<file path="config.mk">
export PLATFORM = sky130hd
export DESIGN_NAME = seq_puzzle_master_flat
export DESIGN_NICKNAME = d
export VERILOG_FILES = /design/src/rtl/seq_puzzle_pkg.sv /design/src/rtl/seq_puzzle_master_if.sv /design/src/rtl/seq_lfsr16.sv /design/src/rtl/seq_puzzle_master.sv /design/src/flat_wrapper.sv
export SDC_FILE = /design/constraint.sdc
export NUM_CORES = 1
export LEC_CHECK = 0
export CAP_MARGIN = 0
export CORE_ASPECT_RATIO = 1.1
export CORE_MARGIN = 2
export CORE_UTILIZATION = 57
export DETAILED_ROUTE_END_ITERATION = 16
export PLACE_DENSITY = 0.84
export SYNTH_ARGS = -nofsm -noshare
export SYNTH_HDL_FRONTEND = slang
export SYNTH_SLANG_ARGS = --single-unit
</file>
<file path="constraint.sdc">
create_clock -name clk -period 3.7 [get_ports clk]
set_clock_uncertainty 0.1 [all_clocks]
set_input_delay 1.11 -clock clk [delete_from_list [all_inputs] [get_ports clk]]
set_output_delay 1.11 -clock clk [all_outputs]
set_load 0.005 [all_outputs]
</file>
<file path="src/rtl/seq_puzzle_pkg.sv">
// Shared types, constants and helpers for the sequence-memory puzzle master.
package seq_puzzle_pkg;

   localparam int unsigned SEQ_W  = 16;
   localparam int unsigned DIG_W  = 4;
   localparam int unsigned DISP_W = 8;
   localparam int unsigned STK_W  = 2;

   typedef enum logic [2:0] {
      ST_IDLE,
      ST_SHOW,
      ST_GUARD,
      ST_ENTRY,
      ST_RESULT,
      ST_DONE
   } state_t;

   localparam logic [DIG_W-1:0] DIG_0 = 4'b1110;
   localparam logic [DIG_W-1:0] DIG_1 = 4'b1101;
   localparam logic [DIG_W-1:0] DIG_2 = 4'b1011;
   localparam logic [DIG_W-1:0] DIG_3 = 4'b0111;

   localparam logic [DISP_W-1:0] DISP_SEQ  = 8'h10;
   localparam logic [DISP_W-1:0] DISP_IDLE = 8'h00;

   localparam logic [SEQ_W-1:0] LFSR_MASK = 16'hB400;

   // Next digit shown when the player presses move.
   function automatic logic [DIG_W-1:0] rotate_digit(input logic [DIG_W-1:0] cur);
      logic [DIG_W-1:0] nxt;
      case (cur)
         DIG_0:   nxt = DIG_1;
         DIG_1:   nxt = DIG_2;
         DIG_2:   nxt = DIG_3;
         default: nxt = DIG_0;
      endcase
      return nxt;
   endfunction

   function automatic logic [DIG_W-1:0] code_to_digit(input logic [1:0] code);
      logic [DIG_W-1:0] dig;
      case (code)
         2'b00:   dig = DIG_0;
         2'b01:   dig = DIG_1;
         2'b10:   dig = DIG_2;
         default: dig = DIG_3;
      endcase
      return dig;
   endfunction

   // Two LFSR bits per digit; nibble k takes bits [2k+1:2k].
   function automatic logic [SEQ_W-1:0] map_sequence(input logic [7:0] bits);
      logic [SEQ_W-1:0] seq;
      seq = '0;
      for (int k = 0; k < 4; k++) begin
         seq[4*k +: 4] = code_to_digit(bits[2*k +: 2]);
      end
      return seq;
   endfunction

   // Digit idx 0 is the most significant nibble.
   function automatic logic [DIG_W-1:0] nibble_at(input logic [SEQ_W-1:0] seq,
                                                  input logic [1:0] idx);
      logic [DIG_W-1:0] nib;
      case (idx)
         2'd0:    nib = seq[15:12];
         2'd1:    nib = seq[11:8];
         2'd2:    nib = seq[7:4];
         default: nib = seq[3:0];
      endcase
      return nib;
   endfunction

endpackage

</file>
<file path="src/rtl/seq_puzzle_master_if.sv">
// Puzzle master bus: player/timing inputs and puzzle status outputs.
interface seq_puzzle_master_if;
   import seq_puzzle_pkg::*;

   logic              start;
   logic              one_sec;
   logic              button_move;
   logic              button_next;
   logic [DISP_W-1:0] display;
   logic [SEQ_W-1:0]  sequence_gen;
   logic              solved;
   logic              exploded;
   logic [STK_W-1:0]  strikes;
   logic              strike_pulse;

   modport master (
      input  start, one_sec, button_move, button_next,
      output display, sequence_gen, solved, exploded, strikes, strike_pulse
   );

   modport slave (
      output start, one_sec, button_move, button_next,
      input  display, sequence_gen, solved, exploded, strikes, strike_pulse
   );

endinterface

</file>
<file path="src/rtl/seq_lfsr16.sv">
// Free-running 16-bit Galois LFSR; only the low byte feeds the digit mapping.
module seq_lfsr16
   import seq_puzzle_pkg::*;
#(
   parameter logic [15:0] SEED = 16'hACE1
) (
   input  logic       clk,
   input  logic       reset,
   output logic [7:0] low_bits
);

   // An all-zero seed would lock the register, so it is replaced by 1.
   localparam logic [15:0] RESET_VAL = (SEED == 16'h0000) ? 16'h0001 : SEED;

   logic [15:0] lfsr;

   always_ff @(posedge clk) begin
      if (reset) begin
         lfsr <= RESET_VAL;
      end else begin
         lfsr <= {1'b0, lfsr[15:1]} ^ (lfsr[0] ? LFSR_MASK : 16'h0000);
      end
   end

   assign low_bits = lfsr[7:0];

endmodule

</file>
<file path="src/rtl/seq_puzzle_master.sv">
// Sequence-memory puzzle master: shows a random sequence, shadows entry, scores it.
// Define SEQ_DEBUG_FIXED_EN to load FIXED_SEQ instead of the LFSR-derived sequence.
module seq_puzzle_master
   import seq_puzzle_pkg::*;
#(
   parameter logic [15:0] LFSR_SEED    = 16'hACE1,
   parameter int unsigned SHOW_SECS    = 2,
   parameter int unsigned GUARD_CYCLES = 4,
   parameter int unsigned MAX_STRIKES  = 3
`ifdef SEQ_DEBUG_FIXED_EN
   ,
   parameter logic [15:0] FIXED_SEQ    = 16'hE7BD
`endif
) (
   input  logic                clk,
   input  logic                reset,
   seq_puzzle_master_if.master bus
);

   localparam int unsigned SEC_W     = $clog2(SHOW_SECS + 1);
   localparam int unsigned GRD_W     = $clog2(GUARD_CYCLES + 1);
   localparam int unsigned STK_INC_W = STK_W + 1;

   state_t            state, state_next;
   logic [SEC_W-1:0]  sec_cnt, sec_cnt_next;
   logic [GRD_W-1:0]  guard_cnt, guard_cnt_next;
   logic [1:0]        digit_idx, digit_idx_next;
   logic [DIG_W-1:0]  cur, cur_next;
   logic              mismatch, mismatch_next;

   logic [DISP_W-1:0] display_next;
   logic [SEQ_W-1:0]  seq_next;
   logic              solved_next;
   logic              exploded_next;
   logic [STK_W-1:0]  strikes_next;
   logic              strike_pulse_next;

   logic [7:0]           lfsr_bits;
   logic [SEQ_W-1:0]     seq_load;
   logic [STK_INC_W-1:0] strikes_inc;
   logic                 strikes_hit_max;
   logic                 mismatch_acc;

   seq_lfsr16 #(
      .SEED(LFSR_SEED)
   ) u_lfsr (
      .clk      (clk),
      .reset    (reset),
      .low_bits (lfsr_bits)
   );

`ifdef SEQ_DEBUG_FIXED_EN
   assign seq_load = FIXED_SEQ;
`else
   assign seq_load = map_sequence(lfsr_bits);
`endif

   assign strikes_inc     = {1'b0, bus.strikes} + STK_INC_W'(1);
   assign strikes_hit_max = (strikes_inc >= STK_INC_W'(MAX_STRIKES));
   assign mismatch_acc    = mismatch | (cur != nibble_at(bus.sequence_gen, digit_idx));

   always_ff @(posedge clk) begin
      if (reset) begin
         state            <= ST_IDLE;
         sec_cnt          <= '0;
         guard_cnt        <= '0;
         digit_idx        <= '0;
         cur              <= DIG_0;
         mismatch         <= 1'b0;
         bus.display      <= DISP_IDLE;
         bus.sequence_gen <= '0;
         bus.solved       <= 1'b0;
         bus.exploded     <= 1'b0;
         bus.strikes      <= '0;
         bus.strike_pulse <= 1'b0;
      end else begin
         state            <= state_next;
         sec_cnt          <= sec_cnt_next;
         guard_cnt        <= guard_cnt_next;
         digit_idx        <= digit_idx_next;
         cur              <= cur_next;
         mismatch         <= mismatch_next;
         bus.display      <= display_next;
         bus.sequence_gen <= seq_next;
         bus.solved       <= solved_next;
         bus.exploded     <= exploded_next;
         bus.strikes      <= strikes_next;
         bus.strike_pulse <= strike_pulse_next;
      end
   end

   always_comb begin
      state_next        = state;
      sec_cnt_next      = sec_cnt;
      guard_cnt_next    = guard_cnt;
      digit_idx_next    = digit_idx;
      cur_next          = cur;
      mismatch_next     = mismatch;
      seq_next          = bus.sequence_gen;
      solved_next       = bus.solved;
      exploded_next     = bus.exploded;
      strikes_next      = bus.strikes;
      strike_pulse_next = 1'b0;

      case (state)
         ST_IDLE: begin
            // A one_sec landing on the entry cycle still counts toward the show time.
            if (bus.start) begin
               state_next   = ST_SHOW;
               seq_next     = seq_load;
               sec_cnt_next = SEC_W'(bus.one_sec);
            end
         end
         ST_SHOW: begin
            if (sec_cnt == SEC_W'(SHOW_SECS)) begin
               state_next     = ST_GUARD;
               guard_cnt_next = '0;
            end else if (bus.one_sec) begin
               sec_cnt_next = sec_cnt + SEC_W'(1);
            end
         end
         ST_GUARD: begin
            if (guard_cnt == GRD_W'(GUARD_CYCLES - 1)) begin
               state_next     = ST_ENTRY;
               digit_idx_next = '0;
               cur_next       = DIG_0;
               mismatch_next  = 1'b0;
            end else begin
               guard_cnt_next = guard_cnt + GRD_W'(1);
            end
         end
         ST_ENTRY: begin
            // next takes priority over a coincident move.
            if (bus.button_next) begin
               cur_next      = DIG_0;
               mismatch_next = mismatch_acc;
               if (digit_idx == 2'd3) begin
                  state_next = ST_RESULT;
               end else begin
                  digit_idx_next = digit_idx + 2'd1;
               end
            end else if (bus.button_move) begin
               cur_next = rotate_digit(cur);
            end
         end
         ST_RESULT: begin
            if (!mismatch) begin
               solved_next = 1'b1;
               state_next  = ST_DONE;
            end else begin
               strikes_next      = strikes_hit_max ? STK_W'(MAX_STRIKES) : STK_W'(strikes_inc);
               strike_pulse_next = 1'b1;
               if (strikes_hit_max) begin
                  exploded_next = 1'b1;
                  state_next    = ST_DONE;
               end else begin
                  state_next   = ST_SHOW;
                  seq_next     = seq_load;
                  sec_cnt_next = SEC_W'(bus.one_sec);
               end
            end
         end
         ST_DONE: begin
            state_next = ST_DONE;
         end
         default: begin
            state_next = ST_IDLE;
         end
      endcase

      display_next = (state_next == ST_SHOW || state_next == ST_GUARD || state_next == ST_ENTRY)
                     ? DISP_SEQ : DISP_IDLE;
   end

endmodule

</file>
<file path="src/flat_wrapper.sv">
// flat-port wrapper written by rule: the top's interface ports become plain ports
module seq_puzzle_master_flat import seq_puzzle_pkg::*;
#(
   parameter logic [15:0] LFSR_SEED    = 16'hACE1,
   parameter int unsigned SHOW_SECS    = 2,
   parameter int unsigned GUARD_CYCLES = 4,
   parameter int unsigned MAX_STRIKES  = 3

)
  (clk, reset, bus_start, bus_one_sec, bus_button_move, bus_button_next, bus_display, bus_sequence_gen, bus_solved, bus_exploded, bus_strikes, bus_strike_pulse);
  seq_puzzle_master_if bus_i ();
  input  logic clk;
  input  logic reset;
  input wire logic [$bits(bus_i.start)-1:0] bus_start;
  input wire logic [$bits(bus_i.one_sec)-1:0] bus_one_sec;
  input wire logic [$bits(bus_i.button_move)-1:0] bus_button_move;
  input wire logic [$bits(bus_i.button_next)-1:0] bus_button_next;
  output wire logic [$bits(bus_i.display)-1:0] bus_display;
  output wire logic [$bits(bus_i.sequence_gen)-1:0] bus_sequence_gen;
  output wire logic [$bits(bus_i.solved)-1:0] bus_solved;
  output wire logic [$bits(bus_i.exploded)-1:0] bus_exploded;
  output wire logic [$bits(bus_i.strikes)-1:0] bus_strikes;
  output wire logic [$bits(bus_i.strike_pulse)-1:0] bus_strike_pulse;
  assign bus_i.start = bus_start;
  assign bus_i.one_sec = bus_one_sec;
  assign bus_i.button_move = bus_button_move;
  assign bus_i.button_next = bus_button_next;
  assign bus_display = bus_i.display;
  assign bus_sequence_gen = bus_i.sequence_gen;
  assign bus_solved = bus_i.solved;
  assign bus_exploded = bus_i.exploded;
  assign bus_strikes = bus_i.strikes;
  assign bus_strike_pulse = bus_i.strike_pulse;
  seq_puzzle_master #(.LFSR_SEED(LFSR_SEED), .SHOW_SECS(SHOW_SECS), .GUARD_CYCLES(GUARD_CYCLES), .MAX_STRIKES(MAX_STRIKES)) u_core (.clk(clk), .reset(reset), .bus(bus_i));
endmodule
</file>
### Word-level counts from Yosys, hierarchy flattened

Cells that the tools add are included.

* magnitude comparators: 1
* add/subtract/negate cells: 4
* bitwise logic cells: 4
* reductions and logical operators: 22
* equal/unequal tests: 36
* multiplexer cells: 42

Operators by type and width (number)
* $pmux W4 S3: 6
* $mux W16: 4
* $pmux W16 S2: 1
* $mux W3: 9
* $mux W2: 9
* $pmux W3 S6: 1
* $xor A15 B16 Y16: 1
* $eq A3 B2 Y1 const B: 5
* $eq A2 B2 Y1 const B: 7
* $ne A2 B2 Y1 const B: 7
* $eq A4 B4 Y1 const B: 3
* $mux W4: 3
* $reduce_and A3 Y1: 4
* $eq A2 B1 Y1 const B: 5
* $logic_not A2 Y1: 5
* $pmux W4 S2: 1
* $reduce_and A4 Y1: 2
* $eq A3 B1 Y1 const B: 2
* $eq A3 B3 Y1 const B: 2
* $ne A2 B1 Y1 const B: 3
* $pmux W2 S3: 1
* $pmux W3 S2: 1
* $reduce_and A6 Y1: 1
* $reduce_bool A2 Y1: 3
* 17 further kinds: 23

* output and inout bits: 29
* bits in registers: 60
* logic and storage cells: 122
* input bits: 6

### Logic depth before layout (Yosys ltp)

Gate-level depths: netlist of the first run.

* word-level depth: 9
* mapped depth: 7

### By module

Synthesis of the first run repeated with hierarchy kept, for this count alone.

* cell total of the unflattened synthesis: 267
* area total of the unflattened synthesis: 2429.8 um^2

Modules (own cells, without submodules)
* seq_puzzle_master: cells each 223, instances 1, sequential area each 740.7 um^2, area an instance 1906.8 um^2
* seq_lfsr16: cells each 44, instances 1, sequential area each 320.3 um^2, area an instance 523.0 um^2

### Worst setup path after synthesis of the first run

OpenSTA, ideal clock, no wires.

* path kind: input -> register
* from: input reset
* to: register u_core.bus.exploded
* arrival: 1.909 ns
* path buffers: 3
* data required time: 3.472 ns
* library setup time: 0.128 ns
* stages: 4
* path slack: 1.564 ns
* path through: clkbuf_1 > clkbuf_1 > clkbuf_1 > nor2_1

RTL lines
* from (decl): line flat_wrapper.sv:13 `input logic reset;`
* to (signal assigned): line seq_puzzle_master.sv:86 `bus.exploded <= exploded_next;`
* to (decl): line seq_puzzle_master_if.sv:18 `output display, sequence_gen, solved, exploded, strikes, strike_pulse`

No word-level cell between the ends.

### Final worst setup path of the first run

* from: input bus_start
* to: register u_core.bus.sequence_gen[12]

* word-level cells in the longest chain between the ends: 2

RTL lines
* from (decl): line flat_wrapper.sv:14 `input wire logic [$bits(bus_i.start)-1:0] bus_start;`
* $ne A2 B2 Y1 (no line)
* $reduce_and A4 Y1 (no line)
* to (signal assigned): line seq_puzzle_master.sv:84 `bus.sequence_gen <= seq_next;`
* to (decl): line seq_puzzle_master_if.sv:18

Every way passes these cells.
A chain may end at the register's enable or synchronous reset.

==> results of run 1 <==
-- power by group through the flow --
| stage | sequential (W) | clock (W) | combinational (W) |
|---|---|---|---|
| after floorplan | 0.000630 | 0 | 0.0000824 |
| after global placement | 0.000639 | 0 | 0.000115 |
| after detailed placement | 0.000640 | 0 | 0.000120 |
| after CTS | 0.000627 | 0.000320 | 0.000120 |
| after global routing | 0.000632 | 0.000351 | 0.000133 |
| final | 0.000628 | 0.000315 | 0.000120 |
-- worst reg2reg max path, delay by kind of cell (launching register included) --
| family | cells | cell delay (ns) |
|---|---|---|
| flops | 1 | 0.81 |
| compound gates | 3 | 0.69 |
| simple gates | 2 | 0.46 |
-- layout by cell type, fill, tap and decap left out, types with 2 or more instances in the layout --
cell type,n
inv_1,21
xor2_1,4
o22ai_1,2
a21o_1,2
buf_4,3
nand2b_1,7
o21ai_0,6
ha_1,7
o21bai_1,2
nand2_1,7
nor3_1,5
a21oi_1,11
conb_1,7
nand4_1,2
or2_2,6
nand3_1,2
clkbuf_8,5
nor2b_1,5
xnor2_1,4
nand3b_1,2
mux2i_1,4
dfxtp_1,53
a311oi_1,17
clkbuf_1,2
clkdlybuf4s50_1,27
nor2_1,47
a222oi_1,4
-- area by class of cell --
| class | instances | area (µm²) |
|---|---|---|
| Clock buffer | 7 | 76.3 |
| Sequential cell | 53 | 1060 |
| Clock inverter | 1 | 7.51 |
| Fill cell | 317 | 1280 |
| Timing Repair Buffer | 30 | 293 |
| Multi-Input combinational cell | 172 | 1100 |
| Tap cell | 52 | 65.1 |
| Inverter | 21 | 78.8 |
-- metrics by stage --
step	power (W)	utilization (%)	hold slack, ns
global route	0.00112	67.7	0.351
global placement	0.000754	65.6	0.296
detailed placement	0.000760	65.6	0.307
CTS	0.00107	67.7	0.326
finish	0.00106	67.7	0.320
floorplan	0.000712	-	0.289
-- worst min-delay path by stage --
stage                              to  slack, ns  cells past startpoint
3_5_place_dp   u_core.u_lfsr.lfsr[11]       0.31                      1
5_1_grt        u_core.u_lfsr.lfsr[11]       0.35                      1
3_3_place_gp    u_core.u_lfsr.lfsr[7]       0.30                      1
6_report       u_core.u_lfsr.lfsr[11]       0.32                      1
4_1_cts        u_core.u_lfsr.lfsr[11]       0.33                      1
2_1_floorplan  u_core.u_lfsr.lfsr[11]       0.29                      1
-- logic make-up (layout without fill, tap and decap cells) --
logic type | count (synthesis) | after routing | share of synthesized area (%)
DFF | 53 | 53 | 45.1
adders and majority gates | 7 | 7 | 3.72
and+or+nand+nor | 91 | 91 | 19.0
AOI/OAI and AO/OA | 53 | 53 | 17.1
muxes | 6 | 6 | 2.82
buffers and inverters | 44 | 59 | 9.04
xor gates and xnor gates | 8 | 8 | 2.98
other | 1 | 7 | 0.159
-- layer usage --
| layer | wire length, µm | vias up |
|---|---|---|
| met5 | 0 | - |
| met4 | 67 | 0 |
| met3 | 240 | 4 |
| met2 | 2250 | 48 |
| met1 | 2050 | 877 |
| li1 | - | 925 |
-- registers in the layout, summed over array words and instances, names as in the netlist --
register,cells
u_core.cur,4
u_core.bus.strike_pulse,1
u_core.bus.display,1
u_core.guard_cnt,3
u_core.bus.sequence_gen,16
u_core.digit_idx,2
u_core.mismatch,1
u_core.bus.solved,1
u_core.u_lfsr.lfsr,16
u_core.bus.strikes,2
u_core.bus.exploded,1
u_core.state,3
u_core.sec_cnt,2
==> run metrics, run 1 <==
routability cong.=0.870; status=finished, final reports clean; wire per inst=13.7 µm; P_leak=1.02 nW; 1st-pass router iterations=5; H-tree levels=2; Reg2Reg Setup Slack=1.59 ns; Crit. End Element=flip-flop; PD cells=396 nW/µm²; CP max FO=32; startpoint types=input pin; Clock power frac=29.6%; fin crit share=68.0%; asr flop ratio synth=0%; final std cells w/o fill=336; commonest cells in the netlist=53 x dfxtp_1, 47 x nor2_1, 21 x inv_1; final setup margin=1.18 ns; # rows=24; CP cell instances=clkdlybuf4s50_1 > mux2_4 > nor3b_4 > buf_4 > nor2_1 > a311oi_1; GR peak layer=met2; sequential power share=59.0%; WL final=4600 µm; Setup violations, final=0; dpl ws=0.898 ns; IO Pins=35; Initial Util=59.3%; DP Wirelength=3200 µm; synth top area cells=dfxtp_1 45%, nor2_1 7.5%, a311oi_1 6.3%; post-synthesis cell area=2350 µm²; max incr delay on CP=0.48 ns; DR DRC count=0; M3 GR Usage=5.18%; Die Y=71.4 µm; achievable frequency=397 MHz; sequential fraction of the synthesis area=45.1%; Root Buffer Master=clkbuf_8; clock sinks=53; clk buf depth=2; design area=2680 µm²; n_diodes=0; number of enable flip-flop cells after synthesis=0; number of routed nets with antenna violations=0; placed cell areas=2600 µm²; worst-skew pair later-pin latency=0.31 ns; CP required=3.81 ns; final max-slew violation count=0; Internal=0.000799 W; Starting DRT DRC Count=151; Die W=65.3 µm; Setup TNS Final=0 ns; Tmin final=2.52 ns; nets=296; met1 GRT Util=28.0%; GRT met2 Usage=35.0%; NetSw=0.000264 W; combinational group share of total power=11.3%; Data arrival, critical path=2.62 ns; Worst-Margin Slew=0.737 ns; first-pass GRT wire length=7790 µm; via count=1854; area share of the largest cell type after synthesis=45.1%; CP top delay family=buffers and inverters; die area=4660 µm²; Area Growth Syn to Fin=14.0%; Slew headroom=50.8%; Buf/Inv on CP=2; CTS clk-pin slew, worst paths=0.09 ns; Syn. warnings=0; share of layout cells above drive strength 1=7.39%; IO Port Bufs=27; Levels on crit path=6; hold wc startpoint=u_core.u_lfsr.lfsr[12]; grt ovf=0; CTS tree=built; hold buffer count at cts=0; Num CTS Buffers=5; Max-cap violations=0; core area=3960 µm²; Yosys cell types=46; Hold Path Class=reg2reg; FF+latch count, synth=53; largest net degree at the start of global routing=33; area leader, netlist=dfxtp_1; placed cell count=328; syn_area_per_cell=8.94 µm²; CP Class=in2reg; ys flop type=dfxtp_1; peak supply drop=311 µV; CP startpoint=bus_start; vias in the first global route=1748; Fin. Hold Viols=0; Via density=5.52; cts repair resizes=0; Sw Ratio=24.8%; crit path to=u_core.bus.sequence_gen[12]; Worst R2R Start=u_core.state[0]; Synth Instances=263; FF-to-FF path depth=5; initial antenna violation count=0; RSZ-0062 raised after global routing=false; Tot GR Track Use=21.8%; Post-CTS Setup Bufs=0; Worst path slowest cell=clkdlybuf4s50_1; count leader, synth=dfxtp_1; reg2reg end=u_core.cur[0]
(Power assumes the default switching activity.)
==> run 2, diff against run 1 <==
--- a/config.mk
+++ b/config.mk
@@ -8,9 +8,9 @@
 export CAP_MARGIN = 0
 export CORE_ASPECT_RATIO = 1.1
 export CORE_MARGIN = 2
-export CORE_UTILIZATION = 57
+export CORE_UTILIZATION = 48
 export DETAILED_ROUTE_END_ITERATION = 16
-export PLACE_DENSITY = 0.84
+export PLACE_DENSITY = 0.76
 export SYNTH_ARGS = -nofsm -noshare
 export SYNTH_HDL_FRONTEND = slang
 export SYNTH_SLANG_ARGS = --single-unit
==> constraint.sdc (replaced) <==
create_clock -name clk -period 2 [get_ports clk]
set_clock_uncertainty 0.1 [all_clocks]
set_input_delay 0.6 -clock clk [delete_from_list [all_inputs] [get_ports clk]]
set_output_delay 0.6 -clock clk [all_outputs]
set_load 0.005 [all_outputs]
==> run 2 against run 1 <==
Against the previous run:
- critical path depth increased by 1
- cell area increased by 5.6%
- critical path type is now reg2reg
- register-to-register slack got worse by 1.6 ns
- global-route usage decreased by 3.6 points
- combinational power increased by 100%
- non-clock buffer count increased by 14
- first-iteration DRC count decreased by 47%
- flip-flop and latch count unchanged
- via count increased by 1.3%
==> run metrics, run 2 (synthesis results as in run 1) <==
RSZ-0062 raised after global routing=true (was false); Tmin final=2.00 ns; Worst-Margin Slew=0.501 ns (was 0.737 ns); DR DRC count=0 (unchanged); P_leak=1.11 nW (was 1.02 nW); dpl ws=-0.194 ns (was 0.898 ns); Slew headroom=66.5% (was 50.8%); IO Port Bufs=27 (unchanged); clk buf depth=2 (unchanged); NetSw=0.000545 W (was 0.000264 W); Crit. End Element=flip-flop (unchanged); CP Class=reg2reg (was in2reg); die area=5480 µm² (was 4660 µm²); Die Y=77.4 µm (was 71.4 µm); Fin. Hold Viols=0 (unchanged); wire per inst=13.4 µm (was 13.7 µm); Via density=5.31 (was 5.52); via count=1878 (was 1854); core area=4680 µm² (was 3960 µm²); Area Growth Syn to Fin=20.5% (was 14.0%); n_diodes=0 (unchanged); achievable frequency=501 MHz; area of the multi-input gates=1110 µm² (was 1100 µm²); placed cell areas=2710 µm² (was 2600 µm²); Setup violations, final=0 (unchanged); Hold Path Class=reg2reg (unchanged); final max-slew violation count=0 (unchanged); status=finished, final reports clean (unchanged); Data arrival, critical path=2.10 ns (was 2.62 ns); Clock power frac=32.0% (was 29.6%); CTS clk-pin slew, worst paths=0.10 ns (was 0.09 ns); commonest non-fill, non-tap cell in the layout=dfxtp_1 (unchanged); fin crit share=99.8%; clock sinks=53 (unchanged); register area=1060 µm² (about the same); DP Wirelength=3310 µm (was 3200 µm); Internal=0.00151 W (was 0.000799 W); CP max FO=4 (was 32); Tot GR Track Use=18.1% (was 21.8%); IO Pins=35 (unchanged); CTS tree=built (unchanged); Root Buffer Master=clkbuf_8 (unchanged); Die W=70.7 µm (was 65.3 µm); Num CTS Buffers=5 (unchanged); H-tree levels=2 (unchanged); nets=310 (was 296); top flop regs=u_core.bus.sequence_gen: 16 flops, u_core.u_lfsr.lfsr: 16 flops, u_core.cur: 4 flops (unchanged); most frequent cells in the layout=50 x dfxtp_1, 47 x nor2_1, 27 x clkdlybuf4s50_1 (was 53 x dfxtp_1, 47 x nor2_1, 27 x clkdlybuf4s50_1); routability cong.=0.819 (was 0.870); PD cells=724 nW/µm² (was 396 nW/µm²); vias in the first global route=1719 (was 1748); layout filler cell count=428 (was 317); Sw Ratio=26.5% (was 24.8%); # rows=26 (was 24); WL final=4730 µm (was 4600 µm); peak supply drop=510 µV (was 311 µV); share of layout cells above drive strength 1=14.4% (was 7.39%); worst-skew pair later-pin latency=0.32 ns (was 0.31 ns); number of routed nets with antenna violations=0 (unchanged); initial antenna violation count=0 (unchanged); Final Util=60.5% (was 67.7%); final setup margin=0.00351 ns (was 1.18 ns); startpoint types=flip-flop (was input pin); combinational group share of total power=11.9% (was 11.3%); design area=2830 µm² (was 2680 µm²); Fin Hold WS=0.322 ns (was 0.320 ns); largest net degree at the start of global routing=33 (unchanged); first-pass GRT wire length=7990 µm (was 7790 µm); 1st-pass router iterations=6 (was 5); CP required=2.11 ns (was 3.81 ns); Initial Util=50.2% (was 59.3%); sequential power share=56.1% (was 59.0%); Max-cap violations=0 (unchanged); Reg2Reg Setup Slack=0.004 ns (was 1.59 ns); Starting DRT DRC Count=80 (was 151); grt ovf=0 (unchanged)
-- run 2: worst max-delay path: stages, from the launching register on --
cell,delay [ns]
dfxtp_2,0.34
buf_4,0.13
ha_2,0.20
a222oi_1,0.40
mux2i_1,0.16
xnor2_1,0.15
nor4_1,0.30
o41ai_1,0.11
-- run 2: layout make-up --
type | count | area share (%)
clock inverters | 3 | 1.02
well taps | 56 | 2.47
flip-flops and latches | 53 | 37.6
repair buffers | 44 | 14.5
inverters | 21 | 2.78
clock buffers | 5 | 2.43
multi-input cells | 172 | 39.2
-- run 2: what timing repair did --
item,CTS,global route
pin swaps,4,3
endpoints found under the setup margin,1,3
setup buffers,0,1
endpoints found under the hold margin,0,0
hold buffers,0,0
gates resized for setup,2,4
-- run 2: metal layers --
metal  vias to the layer above  GRT usage, %  part of all wire (%)
met4                         0          9.43                   2.8
met3                        15          3.12                   3.9
met5                         -             0                     0
met1                       865          23.2                    47
met2                        44          29.1                    46
li1                        954             -                     -
-- run 2: power by group through the flow --
stage          registers [W]  clock network, W  logic (W)
3_5_place_dp         0.00117                 0   0.000243
4_1_cts              0.00115          0.000668   0.000246
3_3_place_gp         0.00117                 0   0.000239
6_report             0.00115          0.000657   0.000245
5_1_grt              0.00116          0.000707   0.000270
2_1_floorplan        0.00116                 0   0.000153
-- run 2: final timing paths --
| path | from | endpoint | depth (start not counted) |
|---|---|---|---|
| hold reg to reg | u_core.u_lfsr.lfsr[12] | u_core.u_lfsr.lfsr[11] | 1 |
| setup reg to reg | u_core.digit_idx[0] | u_core.mismatch | 7 |
| setup / recovery | u_core.digit_idx[0] | u_core.mismatch | 7 |
| hold / removal | u_core.u_lfsr.lfsr[12] | u_core.u_lfsr.lfsr[11] | 1 |
-- run 2: metrics by stage --
step	setup TNS, ns	std cells	total power [W]
2_1_floorplan	0	269	0.00132
3_3_place_gp	-2.81	345	0.00141
3_5_place_dp	-3.22	345	0.00142
4_1_cts	0	353	0.00206
5_1_grt	-0.0907	354	0.00214
6_report	0	354	0.00205
